==> config.mk <==
export PLATFORM = sky130hd
export DESIGN_NAME = sel_stream_ctrl_flat
export DESIGN_NICKNAME = d
export VERILOG_FILES = /design/src/rtl/sel_stream_pkg.sv /design/src/rtl/sel_stream_ctrl_if.sv /design/src/rtl/sel_fifo.sv /design/src/rtl/sel_stream_ctrl.sv /design/src/flat_wrapper.sv
export SDC_FILE = /design/constraint.sdc
export NUM_CORES = 1
export LEC_CHECK = 0
export CELL_PAD_IN_SITES_DETAIL_PLACEMENT = 1
export CELL_PAD_IN_SITES_GLOBAL_PLACEMENT = 1
export CORE_MARGIN = 2
export CORE_UTILIZATION = 47
export CTS_CLUSTER_SIZE = 8
export DETAILED_ROUTE_END_ITERATION = 10
export GPL_ROUTABILITY_DRIVEN = 0
export GPL_TIMING_DRIVEN = 1
export PLACE_DENSITY = 0.83
export SLEW_MARGIN = 5
export SYNTH_ARGS = -nofsm -noshare
export SYNTH_HDL_FRONTEND = slang
export SYNTH_SLANG_ARGS = --single-unit
==> constraint.sdc <==
create_clock -name clk -period 6.9 [get_ports clk]
set_input_delay 0.69 -clock clk [delete_from_list [all_inputs] [get_ports clk]]
set_output_delay 0.69 -clock clk [all_outputs]
set_load 0.1 [all_outputs]
==> src/rtl/sel_stream_pkg.sv <==
// Shared constants, operand pair type and the sign-compare/select function.
package sel_stream_pkg;

    localparam int unsigned X_W      = 6;
    localparam int unsigned O_W      = 3;
    localparam int unsigned SIGN_BIT = 5;
    localparam int unsigned XSEL_HI  = 5;
    localparam int unsigned XSEL_LO  = 3;
    localparam int unsigned YSEL_HI  = 2;
    localparam int unsigned YSEL_LO  = 0;

    typedef struct packed {
        logic [X_W-1:0] x;
        logic [X_W-1:0] y;
    } pair_t;

    typedef struct packed {
        logic           path;  // 1 = x path (signs equal)
        logic [O_W-1:0] o;
    } result_t;

    function automatic result_t sel_result(pair_t p);
        result_t r;
        if (p.x[SIGN_BIT] == p.y[SIGN_BIT]) begin
            r.path = 1'b1;
            r.o    = ~p.x[XSEL_HI:XSEL_LO];
        end else begin
            r.path = 1'b0;
            r.o    = ~p.y[YSEL_HI:YSEL_LO];
        end
        return r;
    endfunction

endpackage

==> src/rtl/sel_stream_ctrl_if.sv <==
// Operand input stream and result output stream of the select scheduler.
interface sel_stream_ctrl_if;
    import sel_stream_pkg::*;

    logic           in_valid;
    logic           in_ready;
    logic [X_W-1:0] in_x;
    logic [X_W-1:0] in_y;
    logic           out_valid;
    logic           out_ready;
    logic [O_W-1:0] out_o;
    logic           out_path;

    // Scheduler side
    modport slave (
        input  in_valid, in_x, in_y, out_ready,
        output in_ready, out_valid, out_o, out_path
    );

    // Producer/consumer side
    modport master (
        output in_valid, in_x, in_y, out_ready,
        input  in_ready, out_valid, out_o, out_path
    );

endinterface

==> src/rtl/sel_fifo.sv <==
// DEPTH-entry synchronous FIFO; occupancy tracked by an explicit count so the
// naturally wrapping pointers never have to disambiguate full from empty.
module sel_fifo #(
    parameter int unsigned DEPTH = 4,
    parameter int unsigned WIDTH = 12
) (
    input  logic                     clk,
    input  logic                     rst_n,
    input  logic                     push_i,
    input  logic                     pop_i,
    input  logic [WIDTH-1:0]         wdata_i,
    output logic [WIDTH-1:0]         rdata_o,
    output logic                     full_o,
    output logic                     empty_o,
    output logic [$clog2(DEPTH):0]   count_o
);

    localparam int unsigned AW = $clog2(DEPTH);
    localparam logic [AW:0] FullCount = DEPTH[AW:0];

    logic [WIDTH-1:0] mem_q [DEPTH];
    logic [AW-1:0]    wr_ptr_q, wr_ptr_d;
    logic [AW-1:0]    rd_ptr_q, rd_ptr_d;
    logic [AW:0]      count_q, count_d;
    logic             do_push, do_pop;

    assign do_push = push_i && !full_o;
    assign do_pop  = pop_i && !empty_o;

    // Storage array; contents need no reset since the count gates reads.
    always_ff @(posedge clk) begin
        if (do_push) begin
            mem_q[wr_ptr_q] <= wdata_i;
        end
    end

    // Next-state for pointers and count.
    always_comb begin
        wr_ptr_d = wr_ptr_q;
        rd_ptr_d = rd_ptr_q;
        count_d  = count_q;
        if (do_push) begin
            wr_ptr_d = wr_ptr_q + AW'(1);
        end
        if (do_pop) begin
            rd_ptr_d = rd_ptr_q + AW'(1);
        end
        if (do_push && !do_pop) begin
            count_d = count_q + (AW + 1)'(1);
        end else if (!do_push && do_pop) begin
            count_d = count_q - (AW + 1)'(1);
        end
    end

    // Pointer and count registers.
    always_ff @(posedge clk or negedge rst_n) begin
        if (!rst_n) begin
            wr_ptr_q <= '0;
            rd_ptr_q <= '0;
            count_q  <= '0;
        end else begin
            wr_ptr_q <= wr_ptr_d;
            rd_ptr_q <= rd_ptr_d;
            count_q  <= count_d;
        end
    end

    assign rdata_o = mem_q[rd_ptr_q];
    assign full_o  = (count_q == FullCount);
    assign empty_o = (count_q == '0);
    assign count_o = count_q;

endmodule

==> src/rtl/sel_stream_ctrl.sv <==
// Streaming scheduler: operand FIFO -> select function -> registered output
// stage with backpressure, plus saturating per-path usage counters.
module sel_stream_ctrl
    import sel_stream_pkg::*;
#(
    parameter int unsigned DEPTH = 4,
    parameter int unsigned CNT_W = 8
) (
    input  logic               clk,
    input  logic               rst_n,
    sel_stream_ctrl_if.slave   stream,
    input  logic               clr_cnt,
    output logic [CNT_W-1:0]   x_cnt,
    output logic [CNT_W-1:0]   y_cnt,
    output logic               busy
);

    localparam int unsigned CW = $clog2(DEPTH) + 1;

    pair_t          head;
    result_t        head_res;
    logic           fifo_full, fifo_empty;
    logic [CW-1:0]  fifo_count;
    logic           load, hs;

    logic           out_valid_q, out_valid_d;
    logic [O_W-1:0] out_o_q, out_o_d;
    logic           out_path_q, out_path_d;
    logic [CNT_W-1:0] x_cnt_q, x_cnt_d;
    logic [CNT_W-1:0] y_cnt_q, y_cnt_d;

    sel_fifo #(
        .DEPTH (DEPTH),
        .WIDTH (2 * X_W)
    ) u_fifo (
        .clk     (clk),
        .rst_n   (rst_n),
        .push_i  (stream.in_valid),
        .pop_i   (load),
        .wdata_i ({stream.in_x, stream.in_y}),
        .rdata_o (head),
        .full_o  (fifo_full),
        .empty_o (fifo_empty),
        .count_o (fifo_count)
    );

    assign head_res = sel_result(head);
    // Pop whenever the output slot is free or being drained this edge.
    assign load     = !fifo_empty && (!out_valid_q || stream.out_ready);
    assign hs       = out_valid_q && stream.out_ready;

    // Output stage next-state: load from head, else drop valid on handshake.
    always_comb begin
        out_valid_d = out_valid_q;
        out_o_d     = out_o_q;
        out_path_d  = out_path_q;
        if (load) begin
            out_valid_d = 1'b1;
            out_o_d     = head_res.o;
            out_path_d  = head_res.path;
        end else if (hs) begin
            out_valid_d = 1'b0;
        end
    end

    // Counter next-state: clear wins over a same-cycle increment; saturate.
    always_comb begin
        x_cnt_d = x_cnt_q;
        y_cnt_d = y_cnt_q;
        if (clr_cnt) begin
            x_cnt_d = '0;
            y_cnt_d = '0;
        end else if (hs) begin
            if (out_path_q) begin
                if (x_cnt_q != '1) x_cnt_d = x_cnt_q + CNT_W'(1);
            end else begin
                if (y_cnt_q != '1) y_cnt_d = y_cnt_q + CNT_W'(1);
            end
        end
    end

    // Output stage and counter registers.
    always_ff @(posedge clk or negedge rst_n) begin
        if (!rst_n) begin
            out_valid_q <= 1'b0;
            out_o_q     <= '0;
            out_path_q  <= 1'b0;
            x_cnt_q     <= '0;
            y_cnt_q     <= '0;
        end else begin
            out_valid_q <= out_valid_d;
            out_o_q     <= out_o_d;
            out_path_q  <= out_path_d;
            x_cnt_q     <= x_cnt_d;
            y_cnt_q     <= y_cnt_d;
        end
    end

    assign stream.in_ready  = !fifo_full;
    assign stream.out_valid = out_valid_q;
    assign stream.out_o     = out_o_q;
    assign stream.out_path  = out_path_q;
    assign x_cnt            = x_cnt_q;
    assign y_cnt            = y_cnt_q;
    assign busy             = (fifo_count != '0) || out_valid_q;

endmodule

==> src/flat_wrapper.sv <==
// flat-port wrapper written by rule: the top's interface ports become plain ports
module sel_stream_ctrl_flat import sel_stream_pkg::*;
#(
    parameter int unsigned DEPTH = 4,
    parameter int unsigned CNT_W = 8
)
  (clk, rst_n, clr_cnt, x_cnt, y_cnt, busy, stream_in_valid, stream_in_x, stream_in_y, stream_out_ready, stream_in_ready, stream_out_valid, stream_out_o, stream_out_path);
  sel_stream_ctrl_if stream_i ();
  input  logic clk;
  input  logic rst_n;
  input  logic clr_cnt;
  output logic [CNT_W-1:0] x_cnt;
  output logic [CNT_W-1:0] y_cnt;
  output logic busy;
  input wire logic [$bits(stream_i.in_valid)-1:0] stream_in_valid;
  input wire logic [$bits(stream_i.in_x)-1:0] stream_in_x;
  input wire logic [$bits(stream_i.in_y)-1:0] stream_in_y;
  input wire logic [$bits(stream_i.out_ready)-1:0] stream_out_ready;
  output wire logic [$bits(stream_i.in_ready)-1:0] stream_in_ready;
  output wire logic [$bits(stream_i.out_valid)-1:0] stream_out_valid;
  output wire logic [$bits(stream_i.out_o)-1:0] stream_out_o;
  output wire logic [$bits(stream_i.out_path)-1:0] stream_out_path;
  assign stream_i.in_valid = stream_in_valid;
  assign stream_i.in_x = stream_in_x;
  assign stream_i.in_y = stream_in_y;
  assign stream_i.out_ready = stream_out_ready;
  assign stream_in_ready = stream_i.in_ready;
  assign stream_out_valid = stream_i.out_valid;
  assign stream_out_o = stream_i.out_o;
  assign stream_out_path = stream_i.out_path;
  sel_stream_ctrl #(.DEPTH(DEPTH), .CNT_W(CNT_W)) u_core (.clk(clk), .rst_n(rst_n), .stream(stream_i), .clr_cnt(clr_cnt), .x_cnt(x_cnt), .y_cnt(y_cnt), .busy(busy));
endmodule
### Word-level counts from Yosys, hierarchy flattened

Memories as Yosys holds them, arrays and structs flattened.
Index checks and enable logic that the tools add are counted.

* register bits after elaboration: 28
* memory bits (writable): 48
* input bits: 17
* output and inout port bits: 23
* word-level logic and storage cells: 60
* memories: 1

* add/sub/neg operators: 6
* equal/unequal tests: 5
* muxes and demuxes: 15
* bitwise operators: 2
* reduce and logical (&&, ||, !) cells: 23

Memories
* u_core.u_fifo.mem_q: words 4, bits a word 12, rd ports 1, clocked after Yosys merged registers in 0, write ports 1, RTL line sel_fifo.sv:21 `logic [WIDTH-1:0] mem_q [DEPTH];`

Operators with widths (number)
* 8-bit 2-to-1 mux: 8
* 8-bit by 1-bit adder with 8-bit output (second input constant): 2
* 8-bit inequality test (second input constant): 2
* 2-bit nonzero test: 6
* 1-bit logical AND: 6
* 3-bit 2-to-1 mux: 2
* 3-bit NOT: 2
* 3-bit AND reduction: 2
* 1-bit logical NOT: 5
* 2-bit by 1-bit adder with 2-bit output (second input constant): 2
* 1-bit 2-to-1 mux: 4
* 4-bit 2-to-1 mux: 1
* 3-bit by 1-bit adder with 3-bit output (second input constant): 1
* 3-bit equality test (second input constant): 1
* 3-bit logical NOT: 1
* 3-bit nonzero test: 1
* 3-bit by 1-bit subtractor with 3-bit output (second input constant): 1
* 1-bit logical OR: 2
* 2-bit inequality test (second input constant): 1
* 1-bit equality test: 1

### Longest topological paths before layout

Gate-level depths: netlist (run 1).

* depth after elaboration: 7
* gate-level depth with buffers: 9
* gate-level depth less buffers: 9

### Cells and area by module

A second synthesis (run 1) with hierarchy kept.

* cells, all modules: 205
* area total of the unflattened synthesis: 3251.9 sq um

Modules (own cells, without submodules)
* sel_fifo: instances 1, cells an instance 99, area each 2164.6 sq um, sequential area each 1616.6 sq um
* sel_stream_ctrl: instances 1, cells an instance 106, area each 1087.3 sq um, sequential area each 525.5 sq um

### Worst setup path after synthesis (run 1)

OpenSTA, ideal clock, no wires.

* path type: reg2reg
* start: register u_core.out_valid_q, in the netlist u_core.stream.out_valid
* end: register u_core.u_fifo.count_q[2], in the netlist u_core.u_fifo.count_o[2]
* data arrival time: 2658 ps
* required time: 6821 ps
* path slack: 4163 ps
* stages on the path, launching flop included: 10
* path buffers: 1
* clock period less this slack: 2737 ps
* cell sequence: dfrtp_1 -> or2b_2 -> o31ai_1 -> buf_6 -> ha_1 -> inv_1 -> fa_1 -> xor2_1 -> nor2_1 -> xor2_1

* longest elaborated chain between the ends: 7
* elaborated cells on any way between the ends: 9
* those cells by class: mux: 1; reduce/logical: 8

Ends and longest elaborated chain
* start: declaration: RTL line sel_stream_ctrl.sv:26 `logic out_valid_q, out_valid_d;`
* start signal: assignment: RTL line sel_stream_ctrl.sv:91 `out_valid_q <= out_valid_d;`
* 1-bit logical NOT *: RTL line sel_stream_ctrl.sv:49 `assign load = !fifo_empty && (!out_valid_q || stream.out_ready);`
* 1-bit logical OR *: RTL line sel_stream_ctrl.sv:49
* 1-bit logical AND *: RTL line sel_stream_ctrl.sv:49
* 1-bit logical AND *: RTL line sel_fifo.sv:28 `assign do_pop = pop_i && !empty_o;`
* 1-bit logical NOT: RTL line sel_fifo.sv:48 `if (do_push && !do_pop) begin`
* 1-bit logical AND: RTL line sel_fifo.sv:48
* 3-bit 2-to-1 mux or 2-bit nonzero test (tied branches)
* end signal: assignment: RTL line sel_fifo.sv:64 `count_q <= count_d;`
* end: declaration: RTL line sel_fifo.sv:24 `logic [AW:0] count_q, count_d;`

Every way passes the cells marked *; elsewhere a longest branch is shown, timed or not.
A chain may end at the register's enable or synchronous reset.

### Final worst setup path (run 1)

* start: register u_core.u_fifo.count_q[0], in the netlist u_core.u_fifo.count_o[0]
* end: output port busy

* longest elaborated chain between the ends: 2

Ends and longest elaborated chain
* 3-bit nonzero test: RTL line sel_stream_ctrl.sv:105 `assign busy = (fifo_count != '0) || out_valid_q;`
* 1-bit logical OR: RTL line sel_stream_ctrl.sv:105
* end: declaration: RTL line flat_wrapper.sv:14 `output logic busy;`

No other way between the ends.

==> results.toml, run 1 <==
[timing]
timing_worst_slew_pin_value_ns = 0.9925
final_critical_path_setup_slack_ns = 3.922
final_max_slew_viol_count = 0
fin_skew_ns = 0.006012
post_route_setup_tns_ns = 0
layout_min_cycle_time_ns = 2.978
fin_crit_sh_pct = 43.16
slew_headroom_pct = 33.63
rsz_0062_raised_after_global_routing = "false"
finalHoldViolCount = 0
maxClockFrequency_mhz = 335.8
timing.final.setup_violations = 0

[floorplanning]
die_height_um = 77.53
rows = 26
total_die_area_sq_um = 6011
boundaryPins = 40
initial_core_util_pct = 49.13
core_sq_um = 5172
die_w_um = 77.53

[synth]
synthArstFlopShare_pct = 50.00
yosys_register_bits = 56
synthDistinctLibCells = 44
synth.largest_area_cell = "sky130_fd_sc_hd__edfxtp_1"
synth-seq-area-share_pct = 60.66
synthTopCellsByArea = "sky130_fd_sc_hd__edfxtp_1 (33%), sky130_fd_sc_hd__dfrtp_1 (28%), sky130_fd_sc_hd__mux4_1 (5.2%)"
synthCells = 183
mappedNetlistArea_sq_um = 2541
synth.top_cell.area_share_pct = 33.09
synthFlopType = "sky130_fd_sc_hd__edfxtp_1"
synth_area_per_cell_sq_um = 13.89
yosys_warnings = 0
synth_fp_nets = 208
synth_edf_count = 28

[cts]
number_of_sinks_on_the_clock_net = 56
resized_cells_post_cts = 0
ctsHtreeMaxLevel = 2
clkTransAtPathRegs_ns = 0.10
clk-insertion-delay-late_ns = 0.31
cts_hold_fix_bufs = 0
clock_tree.root_cell = "sky130_fd_sc_hd__clkbuf_8"
tritoncts_buffer_count = 5
cts_setup_buffers = 0
cts_tree = "yes"
clock_tree.buffer_depth = 2

[worst_setup_path]
critPathTopFamily = "buffers and inverters"
crit_required_ns = 6.21
worstSetupPathType = "register to output pin"
worstSetupStartpointType = "register"
end_kind = "output pin"
cell_at_the_slowest_stage_of_the_critical_path = "sky130_fd_sc_hd__clkdlybuf4s50_1"
r2r_end = "u_core.u_fifo.count_o[2]$_DFFE_PN0P_"
worst_r2r_path_depth = 9
arrival_ns = 2.29
worst_r2r_startpoint = "u_core.u_fifo.count_o[0]$_DFFE_PN0P_"
longest_individual_stage_delay_on_the_worst_path_ns = 0.98
worst-r2r-setup-slack_ns = 4.59
timing.critical_path.buf_inv = 1
crit_path_cell_trace = "or4_1 > clkdlybuf4s50_1"
critPathMaxFanout = 5

[global_route]
first_global_vias = 1703
global_route.peak_usage_layer = "met2"
grt_use_met2_pct = 33.22
grt_antenna_before_repair = 0
grt_max_degree = 29
grtUsageTotal_pct = 18.78
grt_first_pass_wirelength_um = 8583
grt.overflow.total = 0
m1_gr_usage_pct = 23.11
grt.met3_usage_pct = 3.488

[layout]
layout.area.seq_sq_um = 1541
most_common_cell_after_layout_fill_and_taps_aside = "sky130_fd_sc_hd__clkdlybuf4s50_1"
finalNetCount = 246
diodes = 0
final_cell_area_sq_um = 3057
area_growth_pct = 20.29
multi_input_comb_area_sq_um = 934.6
layout.filler_cells = 501
layout_common_cells = "sky130_fd_sc_hd__clkdlybuf4s50_1 (34), sky130_fd_sc_hd__dfrtp_1 (28), sky130_fd_sc_hd__edfxtp_1 (28)"
layout-drive-gt1-share_pct = 8.108
layout.cells.non_filler = 292

[place]
placement.setup.worst_slack_ns = 4.004
postPlaceCellArea_sq_um = 2945
hpwl_um = 3780
place.detailed.instances = 284
io_buffers = 34

[routing]
route.antenna.remaining_nets = 0
drcViolationCount = 0
route.vias.total = 1619
totalWireLength_um = 5068
detailedRoute.firstIterationViolations = 58
wl_per_cell_um = 17.36
first_pass_iters = 4
routed_via_density = 5.545

[power_and_ir_drop]
power.share.sequential_pct = 41.2
power.ir.vdd_worst_uv = 289.8
power_density_nw_per_um2 = 402.8
power_switching_mw = 0.5117
power.share.clock_pct = 17.1
switching_share_of_total_power_pct = 41.56
static-leakage-power_nw = 1.196
combinationalPowerShare_pct = 41.8
p_int_mw = 0.7195

[worst_hold_path]
whs_endpoint = "u_core.stream.out_o[2]$_DFFE_PN0P_"
hold_depth = 2
min-delay-start = "u_core.stream.out_o[2]$_DFFE_PN0P_"
type_of_the_worst_min_delay_path = "register to register"

[run_status]
run_status = "completed"

[flow_run]
max_cap_viol_count = 0
==> area by class of cell <==
type | instances | share of cell area [%]
repair buffers | 36 | 11.63
inverters | 7 | 0.8596
flip-flops and latches | 56 | 50.43
multi-input cells | 115 | 30.58
clock buffers | 5 | 2.251
clock inverters | 3 | 1.392
well taps | 70 | 2.865
==> worst min-delay path, stage by stage (launching register included) <==
cell,delay (ns)
sky130_fd_sc_hd__dfrtp_1,0.35
sky130_fd_sc_hd__nand2_1,0.05
sky130_fd_sc_hd__o21ai_1,0.06
==> sequential cells by signal, indices dropped and copies added (netlist names) <==
name	flops
u_core.u_fifo.count_o	3
u_core.u_fifo.mem_q	28
u_core.u_fifo.rd_ptr_q	2
u_core.stream.out_path	1
u_core.y_cnt	8
u_core.u_fifo.wr_ptr_q	2
u_core.stream.out_o	3
u_core.stream.out_valid	1
u_core.x_cnt	8
==> routing by layer <==
metal / vias up / routed length [um]
met3: 7 / 175
li1: 763 / -
met2: 35 / 2677
met5: - / 0
met1: 814 / 2159
met4: 0 / 56
==> synth_stat cells, types with 2 or more instances <==
| library cell | number |
|---|---|
| sky130_fd_sc_hd__a21oi_1 | 2 |
| sky130_fd_sc_hd__nor3_1 | 4 |
| sky130_fd_sc_hd__xor2_1 | 9 |
| sky130_fd_sc_hd__nand2_1 | 10 |
| sky130_fd_sc_hd__or2_2 | 2 |
| sky130_fd_sc_hd__mux2_2 | 2 |
| sky130_fd_sc_hd__o211ai_1 | 2 |
| sky130_fd_sc_hd__or4_1 | 2 |
| sky130_fd_sc_hd__and3_1 | 8 |
| sky130_fd_sc_hd__mux4_2 | 2 |
| sky130_fd_sc_hd__nor2_1 | 12 |
| sky130_fd_sc_hd__a221o_1 | 2 |
| sky130_fd_sc_hd__edfxtp_1 | 28 |
| sky130_fd_sc_hd__mux4_1 | 5 |
| sky130_fd_sc_hd__inv_1 | 7 |
| sky130_fd_sc_hd__nand3_1 | 6 |
| sky130_fd_sc_hd__a22o_1 | 4 |
| sky130_fd_sc_hd__xnor2_1 | 3 |
| sky130_fd_sc_hd__o21ai_0 | 9 |
| sky130_fd_sc_hd__ha_1 | 7 |
| sky130_fd_sc_hd__mux2i_1 | 3 |
| sky130_fd_sc_hd__buf_6 | 2 |
| sky130_fd_sc_hd__nand2b_1 | 3 |
| sky130_fd_sc_hd__o31ai_1 | 2 |
| sky130_fd_sc_hd__dfrtp_1 | 28 |
==> worst max path at each step <==
stage | from | endpoint | depth (start not counted)
2_1_floorplan | u_core.stream.out_valid$_DFFE_PN0P_ | u_core.u_fifo.count_o[2]$_DFFE_PN0P_ | 9
3_3_place_gp | stream_out_ready | u_core.u_fifo.count_o[2]$_DFFE_PN0P_ | 9
3_5_place_dp | stream_out_ready | u_core.u_fifo.count_o[2]$_DFFE_PN0P_ | 9
4_1_cts | u_core.u_fifo.count_o[0]$_DFFE_PN0P_ | busy | 2
5_1_grt | u_core.u_fifo.count_o[0]$_DFFE_PN0P_ | busy | 2
6_report | u_core.u_fifo.count_o[0]$_DFFE_PN0P_ | busy | 2
==> through the flow <==
step | utilization [%] | power [mW] | hold slack (ns)
after global routing | 59.10 | 1.302 | 0.5501
after floorplan | - | 0.9008 | 0.3944
after global placement | 56.94 | 0.9943 | 0.4781
final | 59.10 | 1.231 | 0.5000
after detailed placement | 56.94 | 1.033 | 0.4850
after CTS | 59.10 | 1.246 | 0.5071
==> kinds of logic (layout without fill, tap and decap cells) <==
family / count (synthesis) / after routing / share of synthesized area (%)
buffers and inverters: 12 / 51 / 2.560
adders and majority gates: 9 / 9 / 4.628
DFF: 56 / 56 / 60.66
xor gates and xnor gates: 12 / 12 / 4.136
AOI/OAI and AO/OA: 28 / 28 / 8.025
and+or+nand+nor: 54 / 54 / 10.98
muxes: 12 / 12 / 9.010
==> power groups by stage <==
stage / sequential, mW / combinational (mW) / clock, mW
floorplan: 0.641 / 0.259 / 0
global placement: 0.503 / 0.491 / 0
detailed placement: 0.514 / 0.519 / 0
CTS: 0.507 / 0.521 / 0.217
global route: 0.520 / 0.553 / 0.230
finish: 0.507 / 0.514 / 0.210
No activity file was read; power rests on OpenSTA's default activity.
==> run 2: changes to the inputs <==
--- a/config.mk
+++ b/config.mk
@@ -8,12 +8,12 @@
 export CELL_PAD_IN_SITES_DETAIL_PLACEMENT = 1
 export CELL_PAD_IN_SITES_GLOBAL_PLACEMENT = 1
 export CORE_MARGIN = 2
-export CORE_UTILIZATION = 47
+export CORE_UTILIZATION = 39
 export CTS_CLUSTER_SIZE = 8
 export DETAILED_ROUTE_END_ITERATION = 10
 export GPL_ROUTABILITY_DRIVEN = 0
 export GPL_TIMING_DRIVEN = 1
-export PLACE_DENSITY = 0.83
+export PLACE_DENSITY = 0.74
 export SLEW_MARGIN = 5
 export SYNTH_ARGS = -nofsm -noshare
 export SYNTH_HDL_FRONTEND = slang
==> constraint.sdc (replaced) <==
create_clock -name clk -period 2.65 [get_ports clk]
set_input_delay 0.265 -clock clk [delete_from_list [all_inputs] [get_ports clk]]
set_output_delay 0.265 -clock clk [all_outputs]
set_load 0.1 [all_outputs]
==> run 2 against run 1 <==
Net effect:
- routed wire length rose by 3.4%
- core utilization fell by 11 points
- worst setup slack got worse by 3.5 ns
- critical endpoint is now u_core.u_fifo.count_o[2]$_DFFE_PN0P_
- largest cell class unchanged
==> results.toml, run 2 (same netlist as run 1, synthesis figures left out) <==
[run_status]
run_status = "completed"

[worst_setup_path]
worstSetupPathType = "register to register"
critPathMaxFanout = 6
worstSetupStartpointType = "register"
longest_individual_stage_delay_on_the_worst_path_ns = 0.46
arrival_ns = 2.43
cell_at_the_slowest_stage_of_the_critical_path = "sky130_fd_sc_hd__dfrtp_1"
timing.critical_path.buf_inv = 1
end_kind = "register"
critPathTopFamily = "adder cells"
crit_path_cell_trace = "nor2_1 > nand2_2 > and2_0 > ha_1 > inv_1 > fa_1 > xor2_1 > nor2_1 > xor2_1"
crit_required_ns = 2.89

[layout]
fin_util_pct = 47.72
most_common_cell_after_layout_fill_and_taps_aside = "sky130_fd_sc_hd__edfxtp_1"
max_flop_register = "u_core.u_fifo.mem_q"
diodes = 0
layout_common_cells = "sky130_fd_sc_hd__edfxtp_1 (28), sky130_fd_sc_hd__buf_4 (27), sky130_fd_sc_hd__dfrtp_1 (27)"
layout.cells.non_filler = 301
largest_register_ffs = 28
finalNetCount = 248
area_growth_pct = 18.56
layout-drive-gt1-share_pct = 20.09

[cts]
resized_cells_post_cts = 0
cts_hold_fix_bufs = 0
clkTransAtPathRegs_ns = 0.11
tritoncts_buffer_count = 5
clk-insertion-delay-late_ns = 0.32
clock_tree.root_cell = "sky130_fd_sc_hd__clkbuf_8"
cts_tree = "yes"
cts_setup_buffers = 0
clock_tree.buffer_depth = 2
number_of_sinks_on_the_clock_net = 56
ctsHtreeMaxLevel = 2

[place]
io_buffers = 34
place.detailed.instances = 293
placement.setup.worst_slack_ns = 0.2507
hpwl_um = 3803

[routing]
totalWireLength_um = 5241
routed_via_density = 5.439
route.antenna.remaining_nets = 0
drcViolationCount = 0
wl_per_cell_um = 17.41
route.vias.total = 1637
detailedRoute.firstIterationViolations = 74
first_pass_iters = 4

[power_and_ir_drop]
power_density_nw_per_um2 = 1044
power.ir.vdd_worst_uv = 452.6
static-leakage-power_nw = 1.238

[timing]
rsz_0062_raised_after_global_routing = "false"
final_critical_path_setup_slack_ns = 0.4639
fin_skew_ns = 0.01072
finalHoldViolCount = 0
timing_worst_slew_pin_value_ns = 0.6967
final_max_slew_viol_count = 0
post_route_setup_tns_ns = 0
timing.final.setup_violations = 0
layout_min_cycle_time_ns = 2.186
fin_crit_sh_pct = 82.49
maxClockFrequency_mhz = 457.4
slew_headroom_pct = 53.55

[floorplanning]
initial_core_util_pct = 40.25
boundaryPins = 40
rows = 29
total_die_area_sq_um = 7177
die_height_um = 84.72
core_sq_um = 6314
die_w_um = 84.72

[worst_hold_path]
type_of_the_worst_min_delay_path = "primary input to asynchronous set/reset pin"

[global_route]
grt.overflow.total = 0
grt_antenna_before_repair = 0
grtUsageTotal_pct = 15.91
grt_max_degree = 21
grt_first_pass_wirelength_um = 8873
first_global_vias = 1659

[flow_run]
max_cap_viol_count = 0
-- run 2: final cells by class --
cell class | count | area (sq um)
clock inverter | 3 | 28.78
timing repair buffer | 38 | 312.8
tap | 77 | 96.34
sequential | 56 | 1543
multi-input combinational | 115 | 937.1
fill | 667 | 3301
inverter | 7 | 26.28
clock buffer | 5 | 68.82
-- run 2: worst paths after layout --
| kind | cells past startpoint | to | startpoint | slack [ns] |
|---|---|---|---|---|
| max | 9 | u_core.u_fifo.count_o[2]$_DFFE_PN0P_ | u_core.u_fifo.count_o[0]$_DFFE_PN0P_ | 0.46 |
| max reg2reg | 9 | u_core.u_fifo.count_o[2]$_DFFE_PN0P_ | u_core.u_fifo.count_o[0]$_DFFE_PN0P_ | 0.46 |
| min in group clk | 2 | u_core.stream.out_o[2]$_DFFE_PN0P_ | u_core.stream.out_o[2]$_DFFE_PN0P_ | 0.51 |
| min reg2reg | 2 | u_core.stream.out_o[2]$_DFFE_PN0P_ | u_core.stream.out_o[2]$_DFFE_PN0P_ | 0.51 |
| min | 1 | u_core.y_cnt[3]$_DFFE_PN0P_ | rst_n | 0.32 |
| max in group asynchronous | 2 | u_core.x_cnt[5]$_DFFE_PN0P_ | rst_n | 1.67 |
-- run 2: worst reg2reg max path, stage by stage (launching register included) --
cell and delay [ns]:
sky130_fd_sc_hd__dfrtp_1 0.46, sky130_fd_sc_hd__nor2_1 0.11, sky130_fd_sc_hd__nand2_2 0.13, sky130_fd_sc_hd__and2_0 0.27, sky130_fd_sc_hd__ha_1 0.23, sky130_fd_sc_hd__inv_1 0.07
sky130_fd_sc_hd__fa_1 0.43, sky130_fd_sc_hd__xor2_1 0.17, sky130_fd_sc_hd__nor2_1 0.11, sky130_fd_sc_hd__xor2_1 0.15
-- run 2: per-layer routing --
layer	share of wire (%)	GRT usage, %
met1	44	21.52
met5	0	0
met2	51	25.55
met3	4.7	3.638
met4	1.0	5.195
-- run 2: power by group --
group / total (mW) / internal, mW / switching (mW)
Clock: 0.511 / 0.200 / 0.311
Sequential: 1.30 / 1.13 / 0.172
Combinational: 1.33 / 0.448 / 0.884
Total: 3.15 / 1.78 / 1.37
-- run 2: metrics by stage --
stage | cell area [sq um] | hold WS (ns) | total power, mW
finish | 3013 | 0.3178 | 3.146
floorplan | 2545 | -0.03059 | 2.351
global placement | 2915 | 0.4864 | 2.620
detailed placement | 2915 | 0.4933 | 2.674
global route | 3013 | 0.3508 | 3.346
CTS | 3013 | 0.3361 | 3.192
==> run 3: changes to the inputs <==
==> constraint.sdc (replaced) <==
create_clock -name clk -period 1.8 [get_ports clk]
set_input_delay 0.18 -clock clk [delete_from_list [all_inputs] [get_ports clk]]
set_output_delay 0.18 -clock clk [all_outputs]
set_load 0.1 [all_outputs]
==> run 3 against run 2 <==
Net effect:
- the run now ends with setup timing left
- total power up 63%
- hold slack worse by 0.078 ns
- first-iteration DRC count decreased by 18%
- critical path depth shrank 2
- fmax rose by 20%
- sequential share of layout area shrank 3.7 points
- clock power increased by 44%
- largest power group unchanged
- sequential cell count unchanged
- combinational power rose by 84%
- global-route usage decreased by 0.22 points
- register-to-register slack worse by 0.49 ns
- critical endpoint unchanged
- final area up 11%
==> results.toml, run 3 (same netlist as run 1, synthesis figures left out) <==
[timing]
maxClockFrequency_mhz = 547.2
final_max_slew_viol_count = 0
layout_min_cycle_time_ns = 1.828
fin_crit_sh_pct = 101.5
fin_skew_ns = 0.008428
timing_worst_slew_pin_value_ns = 0.3804
slew_headroom_pct = 74.64
final_critical_path_setup_slack_ns = -0.02757
finalHoldViolCount = 0
rsz_0062_raised_after_global_routing = "true"
post_route_setup_tns_ns = -0.07416
timing.final.setup_violations = 3
timing.hold.ws_ns = 0.2400

[routing]
first_pass_iters = 4
wl_per_cell_um = 15.81
totalWireLength_um = 5076
route.antenna.remaining_nets = 0
drcViolationCount = 0
routed_via_density = 5.227
detailedRoute.firstIterationViolations = 61
route.vias.total = 1678

[global_route]
grt.overflow.total = 0
grtUsageTotal_pct = 15.69
grt_antenna_before_repair = 0
grt_first_pass_wirelength_um = 8859
grt_max_degree = 29
first_global_vias = 1787

[worst_setup_path]
worstSetupPathType = "register to register"
worst-r2r-setup-slack_ns = -0.03
longest_individual_stage_delay_on_the_worst_path_ns = 0.47
crit_path_cell_trace = "o31ai_4 > ha_4 > inv_2 > fa_2 > xor2_1 > nor2_1 > xor2_1"
critPathMaxFanout = 3
end_kind = "register"
worst_r2r_path_depth = 7
critical_path.most_common_cell = "sky130_fd_sc_hd__xor2_1"
arrival_ns = 2.07
worst_r2r_startpoint = "u_core.u_fifo.count_o[1]$_DFFE_PN0P_"
cell_at_the_slowest_stage_of_the_critical_path = "sky130_fd_sc_hd__dfrtp_2"
r2r_end = "u_core.u_fifo.count_o[2]$_DFFE_PN0P_"
worstSetupStartpointType = "register"
crit_required_ns = 2.04

[layout]
layout.cells.non_filler = 321
finalNetCount = 268
diodes = 0
fin_util_pct = 52.77
layout_common_cells = "sky130_fd_sc_hd__buf_4 (42), sky130_fd_sc_hd__edfxtp_1 (28), sky130_fd_sc_hd__dfrtp_2 (15)"
most_common_cell_after_layout_fill_and_taps_aside = "sky130_fd_sc_hd__buf_4"
layout-drive-gt1-share_pct = 39.34
largest_register_ffs = 28
area_growth_pct = 31.12
max_flop_register = "u_core.u_fifo.mem_q"

[flow_run]
max_cap_viol_count = 0

[place]
hpwl_um = 3675
io_buffers = 34
placement.setup.worst_slack_ns = -0.2499
place.detailed.instances = 309

[floorplanning]
die_w_um = 84.72
boundaryPins = 40
die_height_um = 84.72
core_sq_um = 6314
rows = 29
total_die_area_sq_um = 7177
initial_core_util_pct = 40.25

[power_and_ir_drop]
power_switching_mw = 2.166
power.ir.vdd_worst_uv = 990.5
power.share.sequential_pct = 37.9
switching_share_of_total_power_pct = 42.14
power_density_nw_per_um2 = 1542
p_int_mw = 2.973
static-leakage-power_nw = 1.339
combinationalPowerShare_pct = 47.8
power.share.clock_pct = 14.3

[cts]
clock_tree.root_cell = "sky130_fd_sc_hd__clkbuf_8"
cts_tree = "yes"
clk-insertion-delay-late_ns = 0.31
ctsHtreeMaxLevel = 2
number_of_sinks_on_the_clock_net = 56
clock_tree.buffer_depth = 2
tritoncts_buffer_count = 5
clkTransAtPathRegs_ns = 0.11

[run_status]
violations = "setup timing"
run_status = "finished, violations left"

[worst_hold_path]
type_of_the_worst_min_delay_path = "primary input to asynchronous set/reset pin"
## run 3: worst max path at each step
| stage | end | cells past startpoint | start |
|---|---|---|---|
| after floorplan | u_core.u_fifo.count_o[2]$_DFFE_PN0P_ | 9 | u_core.stream.out_valid$_DFFE_PN0P_ |
| after global placement | u_core.u_fifo.count_o[2]$_DFFE_PN0P_ | 9 | stream_out_ready |
| after detailed placement | u_core.u_fifo.count_o[2]$_DFFE_PN0P_ | 9 | stream_out_ready |
| final | u_core.u_fifo.count_o[2]$_DFFE_PN0P_ | 7 | u_core.u_fifo.count_o[1]$_DFFE_PN0P_ |
| after CTS | u_core.u_fifo.count_o[2]$_DFFE_PN0P_ | 7 | u_core.u_fifo.count_o[0]$_DFFE_PN0P_ |
| after global routing | u_core.u_fifo.count_o[2]$_DFFE_PN0P_ | 7 | u_core.u_fifo.count_o[1]$_DFFE_PN0P_ |
## run 3: layer usage
metal | global-route usage (%) | vias to the layer above | share of wire [%]
li1 | - | 802 | -
met1 | 19.81 | 846 | 45
met2 | 27.20 | 28 | 51
met3 | 3.835 | 2 | 3.9
met4 | 3.896 | 0 | 0.57
met5 | 0 | - | 0
## run 3: cell type report
cell class / count / area (sq um)
Sequential cell: 56 / 1583
Fill cell: 655 / 2982
Clock inverter: 3 / 26.28
Inverter: 7 / 26.28
Multi-Input combinational cell: 115 / 1032
Clock buffer: 5 / 68.82
Tap cell: 77 / 96.34
Timing Repair Buffer: 58 / 499.2
## run 3: worst max-delay path, delay by kind of cell (launching register included)
kind                       cells  cell delay, ns
adders and majority gates      2            0.51
DFF                            1            0.47
AOI/OAI and AO/OA              1            0.33
xor gates and xnor gates       2            0.30
and+or+nand+nor                1            0.12
buffers and inverters          1            0.03
## run 3: power by group through the flow
stage	logic, mW	clock network (mW)	registers (mW)
after floorplan	1.05	0	2.53
after global placement	2.25	0	1.95
after detailed placement	2.33	0	1.96
after CTS	2.44	0.756	1.95
after global routing	2.65	0.814	1.99
final	2.45	0.737	1.95
## run 3: stage by stage
stage,instance area (sq um),power [mW]
3_5_place_dp,3151,4.286
2_1_floorplan,2638,3.582
6_report,3332,5.139
3_3_place_gp,3151,4.202
5_1_grt,3332,5.459
4_1_cts,3311,5.147
## run 3: repair_timing
item,4_1_cts,5_1_grt
hold buffers,0,0
setup endpoints to repair,6,6
gates resized for setup,10,4
setup buffers,4,1
pin swaps,6,4
